--- src/rtl/conv1d_cmd_sequencer.sv ---
// conv1d_cmd_sequencer: decouples the CPU CFU command/response bus from the
// conv1d datapath. Commands queue in an in-order FIFO and are issued one at a
// time as a single-cycle dp_en strobe. Each command gets exactly one
// registered response, or ERR_CODE if the datapath does not answer within
// TIMEOUT_CYCLES.
// Optional build macro: CONV1D_SEQ_PERF_EN adds a saturating busy-cycle
// counter, read back by a command with funct7 = 7'h7F.
//
// Handshakes: a beat transfers on a rising edge where valid & ready are both
// high. A producer holds valid and payload stable until that edge, and ready
// never depends on valid.
module conv1d_cmd_sequencer #(
    parameter int unsigned FIFO_DEPTH     = 2,
    parameter int unsigned TIMEOUT_CYCLES = 1024,
    parameter logic [31:0] ERR_CODE       = 32'hDEAD_0000
) (
    input  logic        clk,
    input  logic        reset,
    input  logic        cmd_valid,
    output logic        cmd_ready,
    input  logic [9:0]  cmd_payload_function_id,
    input  logic [31:0] cmd_payload_inputs_0,
    input  logic [31:0] cmd_payload_inputs_1,
    output logic        rsp_valid,
    input  logic        rsp_ready,
    output logic [31:0] rsp_payload_outputs_0,
    output logic        dp_en,
    output logic [6:0]  dp_cmd,
    output logic [31:0] dp_inp0,
    output logic [31:0] dp_inp1,
    input  logic [31:0] dp_ret,
    input  logic        dp_valid,
    output logic        busy,
    output logic        err_timeout
);
    localparam int unsigned PTR_W   = (FIFO_DEPTH > 1) ? $clog2(FIFO_DEPTH) : 1;
    localparam int unsigned CNT_W   = PTR_W + 1;
    localparam int unsigned TMO_W   = (TIMEOUT_CYCLES > 1) ? $clog2(TIMEOUT_CYCLES) : 1;
    localparam int unsigned ENTRY_W = 7 + 32 + 32;
    localparam logic [TMO_W-1:0] TMO_LAST = TMO_W'(TIMEOUT_CYCLES - 1);

    typedef enum logic [1:0] {S_IDLE, S_ISSUE, S_WAIT, S_RESP} state_t;

    state_t             state_q, state_d;
    logic [ENTRY_W-1:0] mem_q [FIFO_DEPTH];
    logic [PTR_W-1:0]   wr_ptr_q, wr_ptr_d, rd_ptr_q, rd_ptr_d;
    logic [CNT_W-1:0]   count_q, count_d;
    logic               rdy_q;
    logic [6:0]         hold_cmd_q, hold_cmd_d;
    logic [31:0]        hold_in0_q, hold_in0_d, hold_in1_q, hold_in1_d;
    logic [TMO_W-1:0]   tmo_cnt_q, tmo_cnt_d;
    logic [31:0]        rsp_data_q, rsp_data_d;
    logic               err_q, err_d;

    logic               full, empty, push, pop;
    logic [ENTRY_W-1:0] head;
    logic [6:0]         head_cmd;
    logic [31:0]        head_in0, head_in1;
    logic               is_perf;
    logic [31:0]        perf_value;
    logic               unused_fid;

    // The low three function_id bits carry funct3, which conv1d does not use.
    assign unused_fid = ^cmd_payload_function_id[2:0];

    assign full      = (count_q == CNT_W'(FIFO_DEPTH));
    assign empty     = (count_q == '0);
    // rdy_q keeps cmd_ready low while reset is asserted.
    assign cmd_ready = rdy_q & ~full;
    assign push      = cmd_valid & cmd_ready;
    assign pop       = (state_q == S_ISSUE);
    assign head      = mem_q[rd_ptr_q];
    assign head_cmd  = head[ENTRY_W-1 -: 7];
    assign head_in0  = head[63:32];
    assign head_in1  = head[31:0];

    assign dp_en                 = (state_q == S_ISSUE) & ~is_perf;
    assign dp_cmd                = dp_en ? head_cmd : hold_cmd_q;
    assign dp_inp0               = dp_en ? head_in0 : hold_in0_q;
    assign dp_inp1               = dp_en ? head_in1 : hold_in1_q;
    assign rsp_valid             = (state_q == S_RESP);
    assign rsp_payload_outputs_0 = rsp_data_q;
    assign busy                  = (state_q != S_IDLE) | ~empty;
    assign err_timeout           = err_q;

    // FIFO storage; contents need no reset because the pointers define validity.
    always_ff @(posedge clk) begin
        if (push) begin
            mem_q[wr_ptr_q] <= {cmd_payload_function_id[9:3], cmd_payload_inputs_0, cmd_payload_inputs_1};
        end
    end

    // FIFO pointers and occupancy; a push and a pop together keep the count.
    always_comb begin
        wr_ptr_d = wr_ptr_q;
        rd_ptr_d = rd_ptr_q;
        count_d  = count_q;
        if (push) wr_ptr_d = wr_ptr_q + PTR_W'(1);
        if (pop)  rd_ptr_d = rd_ptr_q + PTR_W'(1);
        case ({push, pop})
            2'b10:   count_d = count_q + CNT_W'(1);
            2'b01:   count_d = count_q - CNT_W'(1);
            default: count_d = count_q;
        endcase
    end

    // Operand hold registers keep dp_cmd/dp_inp* steady after the issue strobe.
    always_comb begin
        hold_cmd_d = hold_cmd_q;
        hold_in0_d = hold_in0_q;
        hold_in1_d = hold_in1_q;
        if (dp_en) begin
            hold_cmd_d = head_cmd;
            hold_in0_d = head_in0;
            hold_in1_d = head_in1;
        end
    end

    // Sequencer next state: issue, wait for result or timeout, hold response.
    always_comb begin
        state_d    = state_q;
        tmo_cnt_d  = tmo_cnt_q;
        rsp_data_d = rsp_data_q;
        err_d      = err_q;
        case (state_q)
            S_IDLE: begin
                // A push this cycle is readable at the head next cycle.
                if (!empty || push) state_d = S_ISSUE;
            end
            S_ISSUE: begin
                tmo_cnt_d = '0;
                if (is_perf) begin
                    rsp_data_d = perf_value;
                    state_d    = S_RESP;
                end else if (dp_valid) begin
                    rsp_data_d = dp_ret;
                    state_d    = S_RESP;
                end else begin
                    state_d = S_WAIT;
                end
            end
            S_WAIT: begin
                // A result arriving on the last allowed cycle beats the timeout.
                if (dp_valid) begin
                    rsp_data_d = dp_ret;
                    state_d    = S_RESP;
                end else if (tmo_cnt_q == TMO_LAST) begin
                    rsp_data_d = ERR_CODE;
                    err_d      = 1'b1;
                    state_d    = S_RESP;
                end else begin
                    tmo_cnt_d = tmo_cnt_q + TMO_W'(1);
                end
            end
            S_RESP: begin
                if (rsp_ready) state_d = empty ? S_IDLE : S_ISSUE;
            end
            default: state_d = S_IDLE;
        endcase
    end

    // State register; reset discards queued and in-flight commands.
    always_ff @(posedge clk or negedge reset) begin
        if (!reset) begin
            state_q    <= S_IDLE;
            wr_ptr_q   <= '0;
            rd_ptr_q   <= '0;
            count_q    <= '0;
            rdy_q      <= 1'b0;
            hold_cmd_q <= '0;
            hold_in0_q <= '0;
            hold_in1_q <= '0;
            tmo_cnt_q  <= '0;
            rsp_data_q <= '0;
            err_q      <= 1'b0;
        end else begin
            state_q    <= state_d;
            wr_ptr_q   <= wr_ptr_d;
            rd_ptr_q   <= rd_ptr_d;
            count_q    <= count_d;
            rdy_q      <= 1'b1;
            hold_cmd_q <= hold_cmd_d;
            hold_in0_q <= hold_in0_d;
            hold_in1_q <= hold_in1_d;
            tmo_cnt_q  <= tmo_cnt_d;
            rsp_data_q <= rsp_data_d;
            err_q      <= err_d;
        end
    end

`ifdef CONV1D_SEQ_PERF_EN
    logic [31:0] perf_cnt_q, perf_cnt_d;
    logic        perf_rsp_q, perf_rsp_d;

    assign is_perf    = (head_cmd == 7'h7F);
    assign perf_value = perf_cnt_q;

    // Busy-cycle counter; cleared when its own readout response is taken.
    always_comb begin
        perf_cnt_d = perf_cnt_q;
        perf_rsp_d = perf_rsp_q;
        if (state_q == S_ISSUE) perf_rsp_d = is_perf;
        if ((state_q == S_RESP) && rsp_ready && perf_rsp_q) begin
            perf_cnt_d = '0;
            perf_rsp_d = 1'b0;
        end else if (busy && (perf_cnt_q != 32'hFFFF_FFFF)) begin
            perf_cnt_d = perf_cnt_q + 32'd1;
        end
    end

    // Performance counter registers.
    always_ff @(posedge clk or negedge reset) begin
        if (!reset) begin
            perf_cnt_q <= '0;
            perf_rsp_q <= 1'b0;
        end else begin
            perf_cnt_q <= perf_cnt_d;
            perf_rsp_q <= perf_rsp_d;
        end
    end
`else
    assign is_perf    = 1'b0;
    assign perf_value = '0;
`endif

endmodule
--- config.mk ---
export PLATFORM = sky130hd
export DESIGN_NAME = conv1d_cmd_sequencer
export DESIGN_NICKNAME = d
export VERILOG_FILES = /design/src/rtl/conv1d_cmd_sequencer.sv
export SDC_FILE = /design/constraint.sdc
export NUM_CORES = 1
export LEC_CHECK = 0
export BUFFER_PORTS_ARGS = -buffer_cell sky130_fd_sc_hd__clkbuf_2
export CAP_MARGIN = 5
export CORE_UTILIZATION = 48
export DETAILED_ROUTE_END_ITERATION = 10
export GPL_TIMING_DRIVEN = 0
export PLACE_DENSITY = 0.82
export REMOVE_ABC_BUFFERS = 1
export SLEW_MARGIN = 20
export SYNTH_ARGS = -nofsm -noshare
export SYNTH_HDL_FRONTEND = slang
export SYNTH_SLANG_ARGS = --single-unit
--- constraint.sdc ---
create_clock -name clk -period 3.8 [get_ports clk]
set_input_delay 0.76 -clock clk [delete_from_list [all_inputs] [get_ports clk]]
set_output_delay 0.76 -clock clk [all_outputs]
set_load 0.05 [all_outputs]
==> results_dict.tcl <==
set metrics [dict create \
    vias 5938 \
    dpl.hpwl_um 12000 \
    synthAdderAreaFrac_pct 0.901 \
    yosysWarnings 0 \
    nets 976 \
    syn2layout_area_growth_pct 24.6 \
    hold_viol 0 \
    cts_resized 0 \
    r2r-end "tmo_cnt_q[4]" \
    cts-root-buf "clkbuf_16" \
    worstSetupEndpointType "output pin" \
    grt_pass1_wl_um 28500 \
    postSynthCellCount 643 \
    start_kind "register" \
    setup_viol 0 \
    post-cts-setup-buffers 0 \
    yosys.area_share.simple_pct 4.97 \
    rows 51 \
    numCtsBuffers 27 \
    place_congestion 0.794 \
    ys_ff_latch 263 \
    synth_edf_count 142 \
    ant_nets 0 \
    hp-class "input pin to asynchronous set/reset pin" \
    cp-endpoint "dp_cmd[3]" \
    max_slew_margin_pct 29.3 \
    slew_viol_final 0 \
    fmax_ghz 0.298 \
    grt_setup_unrepaired "false" \
    ctsHoldBuffers 0 \
    grt_max_degree 83 \
    critPathMaxFanout 76 \
    io_pins 219 \
    place_inst 1094 \
    tritoncts "yes" \
    crit_type "register to output pin" \
    drt_iter0_markers 299 \
    htree_levels 1 \
    synth.area.mux_share_pct 7.42 \
    core-area_um2 19700 \
    grt_pass1_vias 5806 \
    timing.final.crit_share_pct 88.3 \
    synthFlopType "edfxtp_1" \
    fin_skew_ns 0.0195 \
    seq_area_frac_synth_pct 75.0 \
    worstMarginPinSlew_ns 1.05 \
    cts_sinks 263 \
    io_buffers 215 \
    synthArstFlopShare_pct 46.0 \
    drtPass1Iterations 5 \
    clock_latency_ns 0.54 \
    clockBufferDepth 3 \
    r2r_cells 5 \
    synth_xor_area_share_pct 0.451 \
    crit_start "state_q[1]" \
    grt_use_total_pct 17.7 \
    die_height_um 144 \
    wl_per_cell_um 16.4 \
    die_area_um2 20800 \
    drc 0 \
    synth_top_family_by_area "compound AO/OA/AOI/OAI gates" \
    status "finished clean" \
    synth_area_um2 9720 \
    grt-ovfl-total 0 \
    synth_cell_types 50 \
    layout_commonest_cell "clkbuf_2" \
    die_w_um 144 \
    final_cell_mix "clkbuf_2, edfxtp_1, dfrtp_1, nor2_1, a21oi_1" \
    rrSetupSlack_ns 1.31 \
    syn_area_per_cell_um2 15.1 \
    fin_cells 1143 \
    crit_required_ns 3.04 \
    synth_compound_area_share_pct 9.27 \
    clk_pin_slew_ns 0.06 \
    worstPathArrival_ns 2.59 \
    totalWireLength_um 18800 \
    start_util_pct 49.4 \
    maxCapViolCount 0 \
    r2r-start "tmo_cnt_q[0]" \
    drive_gt1_share_pct 30.9 \
    fill_cells 1476 \
    period_needed_ns 3.35 \
    viasPerCell 5.20 \
    num_antenna_cells 0 \
    grt_antenna_before_repair 0 \
]
## cells by family after synthesis
family | count (synthesis)
xor gates and xnor gates | 5
adders and majority gates | 7
buffers and inverters | 45
muxes | 72
and+or+nand+nor | 114
DFF | 263
other | 1
AOI/OAI and AO/OA | 136
## cell usage after synthesis (2+ instances only)
master	number	share of area (%)
nor4_1	3	0.19
a22o_1	21	1.9
a2bb2oi_1	2	0.18
a41oi_1	2	0.18
a2111oi_0	2	0.18
buf_1	6	0.23
xnor2_1	3	0.27
a31oi_1	2	0.13
mux2i_1	72	7.4
buf_2	3	0.15
a211o_1	2	0.18
ha_1	7	0.90
inv_1	7	0.27
a21oi_1	75	3.9
a41o_1	2	0.21
nand3_1	4	0.21
dfrtp_1	121	31
nand2_1	13	0.50
clkbuf_1	26	1.0
nor2b_1	2	0.13
nand4_1	4	0.26
and3_1	4	0.26
o22a_1	12	1.1
edfxtp_1	142	44
nor2_1	79	3.1
o21ai_0	2	0.10
xor2_1	2	0.18
## worst min-delay path by stage
| stage | from | end | slack, ns | depth (start not counted) |
|---|---|---|---|---|
| 2_1_floorplan | reset | count_q[0] | 0.46 | 0 |
| 3_3_place_gp | err_timeout | err_timeout | 0.46 | 1 |
| 3_5_place_dp | err_timeout | err_timeout | 0.46 | 1 |
| 4_1_cts | reset | hold_in1_q[0] | 0.14 | 1 |
| 5_1_grt | reset | hold_in0_q[14] | 0.16 | 1 |
| 6_report | reset | rsp_payload_outputs_0[27] | 0.16 | 1 |
## sequential cells by signal, indices dropped and copies added, names as in the netlist
register               flops
hold_in1_q                32
count_q                    2
wr_ptr_q                   1
rdy_q                      1
state_q                    2
tmo_cnt_q                 10
mem_q                    142
err_timeout                1
rd_ptr_q                   1
hold_in0_q                32
rsp_payload_outputs_0     32
hold_cmd_q                 7
## per-layer routing
metal  track usage (%)  vias up  wire length [um]
li1                  -     2818                 -
met1              20.8     2861              7620
met2              30.8      220              9140
met3              5.60       39              1510
met4              5.65        0               474
met5                 0        -                 0
## per-stage QoR
stage | setup TNS [ns] | setup slack (ns) | hold slack, ns | cell area (um^2) | util (%)
floorplan | -391.13 | -1.72 | 0.461 | 9560 | -
global placement | -570.26 | -2.84 | 0.455 | 11000 | 55.8
detailed placement | 0 | 1.04 | 0.461 | 11200 | 57.0
CTS | 0 | 0.449 | 0.143 | 12100 | 61.6
global route | 0 | 0.320 | 0.159 | 12100 | 61.6
finish | 0 | 0.446 | 0.157 | 12100 | 61.6
## critical path, stage by stage (launching register included)
cell      delay [ns]
dfrtp_1         0.40
inv_1           0.16
ha_4            0.43
buf_16          0.32
nor2_1          0.10
a21oi_1         0.24
clkbuf_2        0.33
## layout make-up
type | count | area [um^2] | share of cell area, %
clock inverters | 14 | 156 | 1.29
inverters | 7 | 26.3 | 0.217
repair buffers | 224 | 1290 | 10.6
multi-input cells | 335 | 2270 | 18.8
clock buffers | 35 | 736 | 6.08
well taps | 265 | 332 | 2.74
flip-flops and latches | 263 | 7300 | 60.3
Power is left out: the tool's default activity adds up to more than one toggle a clock period on the data nets, which glitch-free logic cannot reach.
